===== config.mk =====
export PLATFORM = sky130hd
export DESIGN_NAME = seg_scan_capture
export DESIGN_NICKNAME = d
export VERILOG_FILES = /design/src/rtl/seg_scan_capture.sv
export SDC_FILE = /design/constraint.sdc
export NUM_CORES = 1
export LEC_CHECK = 0
export ABC_CLOCK_PERIOD_IN_PS = 3200
export BUFFER_PORTS_ARGS = -buffer_cell sky130_fd_sc_hd__clkbuf_2
export CAP_MARGIN = 40
export CORE_UTILIZATION = 51
export CTS_BUF_LIST = sky130_fd_sc_hd__clkbuf_4 sky130_fd_sc_hd__clkbuf_8
export CTS_CLUSTER_DIAMETER = 150
export DETAILED_ROUTE_END_ITERATION = 16
export GPL_TIMING_DRIVEN = 0
export MAX_ROUTING_LAYER = met4
export PLACE_DENSITY = 0.74
export SYNTH_ARGS = -nofsm -noshare
export SYNTH_HDL_FRONTEND = slang
export SYNTH_SLANG_ARGS = --single-unit

===== constraint.sdc =====
create_clock -name clk -period 3.2 [get_ports clk]
set_input_delay 0.32 -clock clk [delete_from_list [all_inputs] [get_ports clk]]
set_output_delay 0.32 -clock clk [all_outputs]
set_load 0.1 [all_outputs]

===== src/rtl/seg_scan_capture.sv =====
// seg_scan_capture: snoops a multiplexed active-low 7-segment bus and recovers the displayed hex frame.
module seg_scan_capture #(
   parameter int DIGITS        = 4,
   parameter int STABLE_CYCLES = 4
) (
   input  logic                  clk,
   input  logic                  rst_n,
   input  logic [6:0]            seg,
   input  logic [DIGITS-1:0]     an,
   output logic [4*DIGITS-1:0]   frame,
   output logic                  frame_valid,
   output logic                  accept,
   output logic [2:0]            accept_idx,
   output logic [3:0]            accept_hex,
   output logic                  bad_pattern
);
   localparam int W = DIGITS + 7;
   typedef enum logic [1:0] {WAIT, COUNT, HELD} state_t;
   state_t                r_state;
   logic [W-1:0]          r_s1, r_s2, r_prev;
   logic [7:0]            r_cnt;
   logic [4*DIGITS-1:0]   r_buf;
   logic [DIGITS-1:0]     r_seen;
   logic [DIGITS-1:0]     w_an, w_seen_nxt;
   logic [6:0]            w_seg;
   logic [7:0]            w_cnt_nxt;
   logic                  w_chg, w_onehot, w_fire, w_valid, w_full, w_take;
   logic [3:0]            w_hex;
   logic [2:0]            w_idx;
   logic [4*DIGITS-1:0]   w_buf_nxt;
   assign w_an       = ~r_s2[W-1:7];
   assign w_seg      = r_s2[6:0];
   assign w_chg      = r_s2 != r_prev;
   assign w_onehot   = (w_an != '0) && ((w_an & (w_an - DIGITS'(1))) == '0);
   assign w_cnt_nxt  = w_chg ? 8'd1 : (r_cnt == 8'(STABLE_CYCLES) ? r_cnt : r_cnt + 8'd1);
   // a held value never fires again until the bus changes
   assign w_fire     = !w_chg && w_onehot && r_state != HELD && w_cnt_nxt == 8'(STABLE_CYCLES);
   assign w_take     = w_fire && w_valid;
   assign w_seen_nxt = r_seen | w_an;
   assign w_full     = &w_seen_nxt;
   always_comb begin
      w_hex   = 4'h0;
      w_valid = 1'b1;
      case (w_seg)
         7'b0000001: w_hex = 4'h0;
         7'b1001111: w_hex = 4'h1;
         7'b0010010: w_hex = 4'h2;
         7'b0000110: w_hex = 4'h3;
         7'b1001100: w_hex = 4'h4;
         7'b0100100: w_hex = 4'h5;
         7'b0100000: w_hex = 4'h6;
         7'b0001111: w_hex = 4'h7;
         7'b0000000: w_hex = 4'h8;
         7'b0000100: w_hex = 4'h9;
         7'b0001000: w_hex = 4'hA;
         7'b1100000: w_hex = 4'hB;
         7'b0110001: w_hex = 4'hC;
         7'b1000010: w_hex = 4'hD;
         7'b0110000: w_hex = 4'hE;
         7'b0111000: w_hex = 4'hF;
         default:    w_valid = 1'b0;
      endcase
   end
   always_comb begin
      w_idx     = 3'd0;
      w_buf_nxt = r_buf;
      for (int i = 0; i < DIGITS; i++)
         if (w_an[i]) begin
            w_idx                = 3'(i);
            w_buf_nxt[4*i +: 4] = w_hex;
         end
   end
   always_ff @(posedge clk or negedge rst_n) begin
      if (!rst_n) begin
         r_s1        <= '0;
         r_s2        <= '0;
         r_prev      <= '0;
         r_cnt       <= '0;
         r_state     <= WAIT;
         r_buf       <= '0;
         r_seen      <= '0;
         frame       <= '0;
         frame_valid <= 1'b0;
         accept      <= 1'b0;
         accept_idx  <= '0;
         accept_hex  <= '0;
         bad_pattern <= 1'b0;
      end else begin
         r_s1        <= {an, seg};
         r_s2        <= r_s1;
         r_prev      <= r_s2;
         r_cnt       <= w_cnt_nxt;
         r_state     <= (w_chg || !w_onehot) ? WAIT : w_fire ? HELD : r_state == WAIT ? COUNT : r_state;
         accept      <= w_take;
         frame_valid <= w_take && w_full;
         if (w_take) begin
            accept_idx <= w_idx;
            accept_hex <= w_hex;
            r_buf      <= w_buf_nxt;
            r_seen     <= w_full ? '0 : w_seen_nxt;
            if (w_full) frame <= w_buf_nxt;
         end
         if (w_fire && !w_valid) bad_pattern <= 1'b1;
      end
   end
endmodule


==> impl_metrics.py, run 1 <==
metrics = {
    "run_status": {
        "status": "finished clean",
    },
    "place": {
        "post-dp-hpwl_mm": 5.18,
        "routabilityCongestion": 0.872,
        "placement.io_buffers": 37,
        "dpl_cell_area_mm2": 0.00429,
        "detailedPlace.worstSlack_ns": 0.201,
    },
    "cells_and_area": {
        "final_layout_size_suffix_gt1_frac": 0.283,
        "design_area_mm2": 0.00448,
        "antenna_cells_inserted": 0,
        "area_growth_pct": 13.5,
        "design.final.nets": 384,
    },
    "yosys": {
        "netlist-cell-type-count": 51,
        "synth_ff_type": "dfrtp_1",
        "ys_top_cells_by_count": "dfrtp_1 (88), mux2_2 (24), nand2_1 (19), o21ai_0 (18), xnor2_1 (16)",
        "netlist_instances": 320,
        "syn_area_per_cell_um2": 12.3,
        "synth-seq-cells": 88,
        "seq_area_frac_synth": 0.558,
        "synth_area_leaders": "dfrtp_1 (56%), mux2_2 (6.8%), mux2_4 (3.8%)",
        "synth_most_common_cell": "dfrtp_1",
        "mappedNetlistNets": 335,
        "synth_top_cell_area_share": 0.558,
        "synth.cell_area_mm2": 0.00395,
        "synth_edf_count": 0,
        "async_flop_share": 1.00,
        "yosys_warnings": 0,
        "netlist.top_cell.by_area": "dfrtp_1",
    },
    "power": {
        "p_leak_uw": 0.00206,
        "power_density_mw_per_mm2": 444,
        "ir_drop_mv": 0.404,
    },
    "setup_path": {
        "worstReg2RegEnd": "frame[7]$_DFFE_PN0P_",
        "largest_fanout_on_the_critical_path": 10,
        "timing.reg2reg.worst_path_depth": 9,
        "critical_path_class": "flop to flop",
        "endpoint_kind": "flop",
        "cp.required_ns": 3.44,
        "worst_r2r_startpoint": "r_cnt[4]$_DFF_PN0_",
        "cp-start-kind": "flop",
        "cp_data_arrival_time_ns": 3.21,
        "timing.reg2reg.setup_slack_ns": 0.23,
    },
    "floorplan": {
        "die_area_mm2": 0.00810,
        "design.portCount": 39,
        "chipHeight_um": 90.0,
        "num_rows": 31,
        "core_area_mm2": 0.00737,
        "fp.dieW_um": 90.0,
        "start_util": 0.536,
    },
    "clocking": {
        "clockRootBuffer": "clkbuf_8",
        "path_clk_slew_ns": 0.09,
        "cts.sink_count": 88,
        "clock_latency_on_the_worst_skew_pair_ns": 0.36,
        "postCtsResizedCells": 0,
        "tritoncts": "yes",
        "deepest_clock_path_buffer_count": 2,
        "tritoncts.num_buffers": 9,
        "htree_num_levels": 3,
    },
    "job": {
        "cap_viol_max_count": 0,
    },
    "sta": {
        "slew_headroom": 0.625,
        "timing.final.setup_violations": 0,
        "hold_viol_final": 0,
        "worst_pin_slew_ns": 0.562,
        "finalWorstPathRequiredPeriod_ns": 2.97,
        "timing.hold.ws_ns": 0.0627,
        "grt_setup_unrepaired": "no",
        "max_freq_mhz": 337,
        "timing.setup.tns_ns": 0,
        "skew_ns": 0.00820,
        "min_period_over_period": 0.928,
        "final-max-slew-violation-count": 0,
        "setup_ws_ns": 0.229,
    },
    "grt": {
        "grt_first_pass_wirelength_mm": 12.7,
        "grt_max_degree": 52,
        "grt_pass1_vias": 2525,
        "antenna_found_initial": 0,
        "track_usage": 0.210,
        "grt_overflow": 0,
    },
    "routing": {
        "drt_first_iter_violations": 86,
        "dr_total_vias": 2563,
        "wl_per_cell_um": 15.5,
        "avgViaCountPerCell": 5.42,
        "remaining_drc_errors": 0,
        "ant_nets": 0,
        "initial_drt_pass_iterations": 4,
        "drt-total-wl_mm": 7.35,
    },
    "hold_path": {
        "hold_path.startpoint": "an[1]",
        "whs_endpoint": "r_s1[8]$_DFF_PN0_",
        "min_delay_path_depth": 1,
        "min-delay-path-class": "input pin to flop",
    },
}
==> worst max-delay path, cell delays in order (launching register included) <==
cell,delay (ns)
dfrtp_1,0.38
buf_6,0.14
or4_4,0.53
or2_0,0.22
buf_2,0.16
a221oi_4,0.42
nand4b_4,0.23
nor3_4,0.25
buf_6,0.22
mux2_4,0.31
==> through the flow <==
stage               instances  power [uW]   util
floorplan                 320        1230      -
global placement          456        1280  0.578
detailed placement        457        1290  0.582
CTS                       474        2020  0.608
global route              473        2080  0.608
finish                    473        1990  0.608
==> routing by layer <==
metal	vias up	routed length (um)	track usage
met5	-	0	-
met4	0	65	0.0685
met3	4	245	0.0482
met2	50	3550	0.317
met1	1280	3480	0.283
li1	1229	-	-
==> final cells by class <==
cell class                 count  area [um^2]
multi-input combinational    206         1620
fill                         619         2890
clock inverter                 6         48.8
timing repair buffer          39          225
tap                           99          124
clock buffer                  10          138
sequential                    88         2200
buffer                        17         91.3
inverter                       8         30.0
==> logic make-up (layout without fill, tap and decap cells) <==
family	count (synthesis)	in the layout	share of synthesized area
AND/OR/NAND/NOR	96	96	0.153
flip-flops	88	88	0.558
AO/OA/AOI/OAI	43	43	0.0729
multiplexers	41	41	0.126
buffers and inverters	26	80	0.0317
XOR/XNOR	23	23	0.0510
adder cells (fa/ha/maj)	2	2	0.00634
other	1	1	0.000950
==> how the worst max path moves through the flow <==
| stage | slack, ns | cells after the start | endpoint | from |
|---|---|---|---|---|
| 2_1_floorplan | 0.40 | 9 | frame[0]$_DFFE_PN0P_ | r_cnt[4]$_DFF_PN0_ |
| 3_3_place_gp | 0.26 | 9 | frame[7]$_DFFE_PN0P_ | r_cnt[4]$_DFF_PN0_ |
| 3_5_place_dp | 0.20 | 9 | frame[13]$_DFFE_PN0P_ | r_s2[2]$_DFF_PN0_ |
| 4_1_cts | 0.17 | 9 | frame[7]$_DFFE_PN0P_ | r_s2[2]$_DFF_PN0_ |
| 5_1_grt | 0.03 | 8 | frame[15]$_DFFE_PN0P_ | r_s2[9]$_DFF_PN0_ |
| 6_report | 0.23 | 9 | frame[7]$_DFFE_PN0P_ | r_cnt[4]$_DFF_PN0_ |
==> power by group <==
group | switching (uW) | internal (uW) | total, uW
Sequential | 14.9 | 1130 | 1150
Clock | 410 | 315 | 725
Combinational | 79.5 | 38.5 | 118
==> repair_timing <==
item / 4_1_cts / 5_1_grt
buffers inserted: 0 / 0
setup endpoints to repair: 0 / 28
hold buffers: 1 / 0
endpoints found under the hold margin: 37 / 0
==> cells in the final DEF, fill, tap and decap left out, types with 2 or more instances in the layout <==
| master | n |
|---|---|
| clkbuf_8 | 10 |
| or3_4 | 4 |
| nand4b_4 | 2 |
| nand2b_1 | 4 |
| xnor2_1 | 16 |
| and3_1 | 4 |
| dfrtp_1 | 88 |
| and3b_1 | 2 |
| nand2_1 | 19 |
| mux2_4 | 10 |
| ha_1 | 2 |
| nor4b_1 | 2 |
| clkbuf_2 | 36 |
| xor2_1 | 7 |
| inv_1 | 8 |
| buf_6 | 3 |
| nor2b_1 | 3 |
| o211ai_1 | 3 |
| mux2_2 | 24 |
| mux2_1 | 7 |
| a21oi_1 | 9 |
| nor3_1 | 7 |
| and4_1 | 3 |
| clkbuf_1 | 10 |
| nand4_1 | 8 |
| o21bai_1 | 2 |
| nand3_1 | 10 |
| inv_6 | 4 |
| a22oi_1 | 3 |
| buf_1 | 2 |
| o2111ai_1 | 2 |
| or3_1 | 3 |
| o21ai_0 | 18 |
| nor2_1 | 13 |
| nand4b_1 | 2 |
==> registers in the layout, summed over array words and instances, names as in the netlist <==
name,cells
bad_pattern,1
frame_valid,1
accept,1
accept_idx,2
accept_hex,4
r_s1,11
r_cnt,8
r_state,2
r_buf,16
r_seen,4
r_prev,11
frame,16
r_s2,11
No activity file was read; power rests on OpenSTA's default activity.
==> inputs of run 2 (changes only) <==
--- a/config.mk
+++ b/config.mk
@@ -6,15 +6,15 @@
 export NUM_CORES = 1
 export LEC_CHECK = 0
 export ABC_CLOCK_PERIOD_IN_PS = 3200
-export BUFFER_PORTS_ARGS = -buffer_cell sky130_fd_sc_hd__clkbuf_2
-export CAP_MARGIN = 40
+export CAP_MARGIN = 15
 export CORE_UTILIZATION = 51
 export CTS_BUF_LIST = sky130_fd_sc_hd__clkbuf_4 sky130_fd_sc_hd__clkbuf_8
 export CTS_CLUSTER_DIAMETER = 150
 export DETAILED_ROUTE_END_ITERATION = 16
+export DONT_BUFFER_PORTS = 1
 export GPL_TIMING_DRIVEN = 0
 export MAX_ROUTING_LAYER = met4
-export PLACE_DENSITY = 0.74
+export PLACE_DENSITY = 0.7
 export SYNTH_ARGS = -nofsm -noshare
 export SYNTH_HDL_FRONTEND = slang
 export SYNTH_SLANG_ARGS = --single-unit
==> impl_metrics.py, run 2 (synthesis gave the netlist of run 1 again) <==
metrics = {
    "routing": {
        "ant_nets": 0,
        "dr_total_vias": 2460,
        "avgViaCountPerCell": 5.50,
        "drt-total-wl_mm": 7.36,
        "wl_per_cell_um": 16.5,
        "initial_drt_pass_iterations": 4,
        "drt_first_iter_violations": 88,
        "remaining_drc_errors": 0,
    },
    "floorplan": {
        "fp.dieW_um": 90.0,
        "start_util": 0.536,
        "design.portCount": 39,
        "die_area_mm2": 0.00810,
        "num_rows": 31,
        "core_area_mm2": 0.00737,
        "chipHeight_um": 90.0,
    },
    "job": {
        "cap_viol_max_count": 0,
    },
    "grt": {
        "grt_max_degree": 89,
        "antenna_found_initial": 0,
        "grt_pass1_vias": 2521,
        "grt_overflow": 0,
        "grt_first_pass_wirelength_mm": 12.7,
        "track_usage": 0.209,
    },
    "sta": {
        "max_freq_mhz": 339,
        "slew_headroom": 0.375,
        "timing.final.setup_violations": 0,
        "timing.setup.tns_ns": 0,
        "min_period_over_period": 0.921,
        "skew_ns": 0.0120,
        "hold_viol_final": 0,
        "grt_setup_unrepaired": "no",
        "worst_pin_slew_ns": 0.938,
        "finalWorstPathRequiredPeriod_ns": 2.95,
        "final-max-slew-violation-count": 0,
    },
    "setup_path": {
        "cp-start-kind": "flop",
        "timing.reg2reg.worst_path_depth": 9,
        "critical-path-slowest-cell": "or4_4",
        "critPathMaxStageDelay_ns": 0.53,
        "timing.reg2reg.setup_slack_ns": 0.25,
        "crit_path_frequent_cell": "buf_6",
        "critical_path_class": "flop to flop",
        "crit_chain": "buf_6, or4_4, or2_0, buf_2, a221oi_4, nand4b_4, nor3_4, buf_6, mux2_4",
        "largest_fanout_on_the_critical_path": 10,
        "endpoint_kind": "flop",
        "cp_data_arrival_time_ns": 3.19,
        "startpoint": "r_cnt[4]$_DFF_PN0_",
        "worst_r2r_startpoint": "r_cnt[4]$_DFF_PN0_",
        "cp.required_ns": 3.44,
        "worstReg2RegEnd": "frame[4]$_DFFE_PN0P_",
    },
    "cells_and_area": {
        "layout_top_registers": "frame (16), r_buf (16)",
        "final_layout_size_suffix_gt1_frac": 0.201,
        "final_core_occ": 0.601,
        "final_common_cell": "dfrtp_1",
        "seq_area_mm2": 0.00220,
        "final_cell_mix": "dfrtp_1 (88), mux2_2 (24), nand2_1 (19)",
        "antenna_cells_inserted": 0,
        "area_growth_pct": 12.1,
        "multiInputGateArea_mm2": 0.00162,
        "design.final.nets": 358,
        "design_area_mm2": 0.00443,
        "num-fill-cells": 611,
    },
    "power": {
        "switching_share": 0.238,
        "power_density_mw_per_mm2": 466,
        "seq_power_share": 0.556,
        "ir_drop_mv": 0.314,
        "p_leak_uw": 0.00195,
        "pwr-share-comb": 0.059,
        "power.clock.fraction": 0.385,
        "cellInternalPower_uw": 1570,
        "netSwitchingPower_uw": 492,
    },
    "clocking": {
        "htree_num_levels": 3,
        "tritoncts": "yes",
        "clock_latency_on_the_worst_skew_pair_ns": 0.36,
        "deepest_clock_path_buffer_count": 2,
        "path_clk_slew_ns": 0.09,
        "tritoncts.num_buffers": 9,
        "clockRootBuffer": "clkbuf_8",
        "cts.sink_count": 88,
        "cts_setup_buffers": 0,
    },
    "place": {
        "placement.io_buffers": 0,
        "routabilityCongestion": 0.844,
        "dpl_cell_area_mm2": 0.00407,
        "post-dp-hpwl_mm": 4.89,
    },
    "hold_path": {
        "hold_path.startpoint": "r_s1[0]$_DFF_PN0_",
        "whs_endpoint": "r_s2[0]$_DFF_PN0_",
        "min_delay_path_depth": 0,
        "min-delay-path-class": "flop to flop",
    },
    "run_status": {
        "status": "finished clean",
    },
}
==> run 2: cell count changes in the layout (fill, tap and decap cells not counted), sizes merged <==
cell,before,now
inv,12,9
clkbuf,57,21
bufinv,0,1
dlygate4sd3,1,12
clkinvlp,0,1
==> run 2: metal layers <==
| metal | global-route usage | vias to the layer above | wire length, um |
|---|---|---|---|
| met5 | - | - | 0 |
| met4 | 0.0874 | 0 | 156 |
| met3 | 0.0372 | 14 | 294 |
| met1 | 0.277 | 1211 | 3500 |
| met2 | 0.319 | 57 | 3410 |
| li1 | - | 1178 | - |
==> run 2: timing repair <==
item / in CTS / in global routing
endpoints found under the hold margin: 99 / 0
endpoints found under the setup margin: 0 / 17
hold buffers: 13 / 0
resized for setup: 0 / 3
==> run 2: metrics by stage <==
step | worst slack, ns | total power (uW) | hold slack (ns) | std cells
after floorplan | 0.396 | 1230 | 0.0244 | 320
after global placement | 0.243 | 1250 | 0.0264 | 419
after global routing | 0.0792 | 2150 | 0.359 | 447
after CTS | 0.223 | 2080 | 0.354 | 448
final | 0.251 | 2060 | 0.353 | 447
after detailed placement | 0.236 | 1260 | 0.0263 | 419
==> run 2: worst max path at each step <==
stage,to,cells past startpoint,slack [ns]
after floorplan,frame[0]$_DFFE_PN0P_,9,0.40
after global placement,frame[8]$_DFFE_PN0P_,9,0.24
after detailed placement,frame[13]$_DFFE_PN0P_,9,0.24
after CTS,frame[4]$_DFFE_PN0P_,9,0.22
after global routing,frame[13]$_DFFE_PN0P_,9,0.08
final,frame[4]$_DFFE_PN0P_,9,0.25
==> run 2: critical path, delay by kind of cell, from the launching register on <==
| kind | cells | cell delay [ns] |
|---|---|---|
| and+or+nand+nor | 4 | 1.23 |
| buffers and inverters | 3 | 0.51 |
| AOI/OAI and AO/OA | 1 | 0.42 |
| DFF | 1 | 0.38 |
| muxes | 1 | 0.31 |
==> run 2: power by group through the flow <==
stage / Combinational, uW / Sequential, uW / Clock [uW]
global route: 137 / 1150 / 858
floorplan: 67.5 / 1160 / 0
global placement: 85.8 / 1170 / 0
finish: 122 / 1150 / 793
CTS: 124 / 1150 / 811
detailed placement: 86.1 / 1170 / 0
==> run 2: area by class of cell <==
type	instances	share of cell area
Clock inverter	5	0.0144
Tap cell	99	0.0280
Clock buffer	11	0.0328
Buffer	17	0.0209
Inverter	8	0.00678
Sequential cell	88	0.497
Timing Repair Buffer	13	0.0334
Multi-Input combinational cell	206	0.366
==> inputs of run 3 (changes only) <==
--- a/config.mk
+++ b/config.mk
@@ -7,14 +7,17 @@
 export LEC_CHECK = 0
 export ABC_CLOCK_PERIOD_IN_PS = 3200
 export CAP_MARGIN = 15
+export CELL_PAD_IN_SITES_DETAIL_PLACEMENT = 1
+export CELL_PAD_IN_SITES_GLOBAL_PLACEMENT = 1
 export CORE_UTILIZATION = 51
 export CTS_BUF_LIST = sky130_fd_sc_hd__clkbuf_4 sky130_fd_sc_hd__clkbuf_8
 export CTS_CLUSTER_DIAMETER = 150
 export DETAILED_ROUTE_END_ITERATION = 16
 export DONT_BUFFER_PORTS = 1
 export GPL_TIMING_DRIVEN = 0
+export HOLD_SLACK_MARGIN = 0.1
 export MAX_ROUTING_LAYER = met4
-export PLACE_DENSITY = 0.7
+export PLACE_DENSITY = 0.82
 export SYNTH_ARGS = -nofsm -noshare
 export SYNTH_HDL_FRONTEND = slang
 export SYNTH_SLANG_ARGS = --single-unit
==> impl_metrics.py, run 3 (synthesis gave the netlist of run 1 again) <==
metrics = {
    "hold_path": {
        "hold_path.startpoint": "r_s1[2]$_DFF_PN0_",
        "whs_endpoint": "r_s2[2]$_DFF_PN0_",
        "min_delay_path_depth": 0,
        "min-delay-path-class": "flop to flop",
    },
    "floorplan": {
        "fp.dieW_um": 90.0,
        "core_area_mm2": 0.00737,
        "design.portCount": 39,
        "chipHeight_um": 90.0,
        "start_util": 0.536,
        "num_rows": 31,
        "die_area_mm2": 0.00810,
    },
    "sta": {
        "max_freq_mhz": 336,
        "finalWorstPathRequiredPeriod_ns": 2.98,
        "skew_ns": 0.0114,
        "timing.final.setup_violations": 0,
        "min_period_over_period": 0.931,
        "worst_pin_slew_ns": 0.947,
        "hold_viol_final": 0,
        "grt_setup_unrepaired": "no",
        "timing.setup.tns_ns": 0,
        "slew_headroom": 0.368,
        "final-max-slew-violation-count": 0,
    },
    "setup_path": {
        "endpoint_kind": "flop",
        "cp-start-kind": "flop",
        "timing.reg2reg.worst_path_depth": 9,
        "cp_data_arrival_time_ns": 3.23,
        "largest_fanout_on_the_critical_path": 10,
        "worstReg2RegEnd": "frame[4]$_DFFE_PN0P_",
        "worst_r2r_startpoint": "r_cnt[4]$_DFF_PN0_",
        "timing.reg2reg.setup_slack_ns": 0.22,
        "cp.required_ns": 3.45,
        "critical_path_class": "flop to flop",
    },
    "place": {
        "placement.io_buffers": 0,
        "routabilityCongestion": 0.833,
        "post-dp-hpwl_mm": 5.66,
    },
    "clocking": {
        "clock_latency_on_the_worst_skew_pair_ns": 0.37,
        "path_clk_slew_ns": 0.09,
        "deepest_clock_path_buffer_count": 2,
        "cts.sink_count": 88,
        "tritoncts.num_buffers": 9,
        "htree_num_levels": 3,
        "clockRootBuffer": "clkbuf_8",
        "tritoncts": "yes",
    },
    "power": {
        "power.clock.fraction": 0.395,
        "power_density_mw_per_mm2": 475,
        "seq_power_share": 0.545,
        "p_leak_uw": 0.00196,
        "ir_drop_mv": 0.310,
        "cellInternalPower_uw": 1580,
        "netSwitchingPower_uw": 526,
        "pwr-share-comb": 0.060,
        "switching_share": 0.249,
    },
    "routing": {
        "dr_total_vias": 2622,
        "avgViaCountPerCell": 5.85,
        "ant_nets": 0,
        "initial_drt_pass_iterations": 4,
        "drt-total-wl_mm": 9.07,
        "drt_first_iter_violations": 96,
        "remaining_drc_errors": 0,
        "wl_per_cell_um": 20.3,
    },
    "cells_and_area": {
        "final_core_occ": 0.603,
        "design.final.nets": 359,
        "final_common_cell": "dfrtp_1",
        "layout_top_registers": "frame (16), r_buf (16)",
        "final_layout_size_suffix_gt1_frac": 0.203,
        "final_cell_mix": "dfrtp_1 (88), mux2_2 (24), nand2_1 (19)",
        "antenna_cells_inserted": 0,
        "area_growth_pct": 12.5,
    },
    "grt": {
        "antenna_found_initial": 0,
        "grt_first_pass_wirelength_mm": 15.4,
        "grt_pass1_vias": 2816,
        "grt_max_degree": 89,
        "grt_overflow": 0,
        "track_usage": 0.255,
    },
    "run_status": {
        "status": "finished clean",
    },
    "job": {
        "cap_viol_max_count": 0,
    },
}
[run 3: worst max-delay path: stages (launching register included)]
cell	delay, ns
dfrtp_1	0.38
buf_6	0.14
or4_4	0.53
or2_0	0.24
buf_2	0.16
a221oi_4	0.39
nand4b_4	0.22
nor3_4	0.26
buf_6	0.23
mux2_4	0.31
[run 3: stage by stage]
step / total power, uW / worst slack, ns / cells / area [um^2] / hold slack, ns
floorplan: 1230 / 0.396 / 320 / 3950 / 0.0244
global placement: 1250 / 0.234 / 419 / 4070 / 0.0266
detailed placement: 1260 / 0.179 / 419 / 4070 / 0.0263
CTS: 2110 / 0.0964 / 448 / 4440 / 0.357
global route: 2180 / 0.00720 / 448 / 4440 / 0.361
finish: 2110 / 0.222 / 448 / 4440 / 0.355
[run 3: final cells by class]
| type | count | area, um^2 |
|---|---|---|
| buffer | 17 | 92.6 |
| clock buffer | 11 | 151 |
| clock inverter | 5 | 63.8 |
| fill | 742 | 2930 |
| inverter | 8 | 30.0 |
| multi-input combinational | 206 | 1620 |
| sequential | 88 | 2200 |
| tap | 99 | 124 |
| timing repair buffer | 14 | 155 |
[run 3: repair_timing]
item / 4_1_cts / 5_1_grt
resized for setup: 0 / 4
endpoints found under the hold margin: 99 / 0
hold buffers: 13 / 0
endpoints found under the setup margin: 0 / 36
setup buffers: 0 / 1
[run 3: power groups by stage]
stage / Clock, uW / Combinational [uW] / Sequential, uW
2_1_floorplan: 0 / 67.5 / 1160
3_5_place_dp: 0 / 86.5 / 1170
5_1_grt: 892 / 141 / 1150
6_report: 833 / 127 / 1150
4_1_cts: 837 / 126 / 1150
3_3_place_gp: 0 / 84.0 / 1170
[run 3: how the worst max path moves through the flow]
stage | startpoint | endpoint | cells past startpoint
after floorplan | r_cnt[4]$_DFF_PN0_ | frame[0]$_DFFE_PN0P_ | 9
after global placement | r_cnt[4]$_DFF_PN0_ | frame[4]$_DFFE_PN0P_ | 9
after detailed placement | r_cnt[4]$_DFF_PN0_ | frame[5]$_DFFE_PN0P_ | 9
after CTS | r_s2[2]$_DFF_PN0_ | frame[4]$_DFFE_PN0P_ | 9
after global routing | r_s2[9]$_DFF_PN0_ | frame[4]$_DFFE_PN0P_ | 8
final | r_cnt[4]$_DFF_PN0_ | frame[4]$_DFFE_PN0P_ | 9
[run 3: metal layers]
metal / part of all wire / global-route usage / vias up
li1: - / - / 1175
met1: 0.45 / 0.336 / 1363
met2: 0.49 / 0.403 / 68
met3: 0.044 / 0.0601 / 16
met4: 0.017 / 0.0659 / 0
met5: 0 / - / -
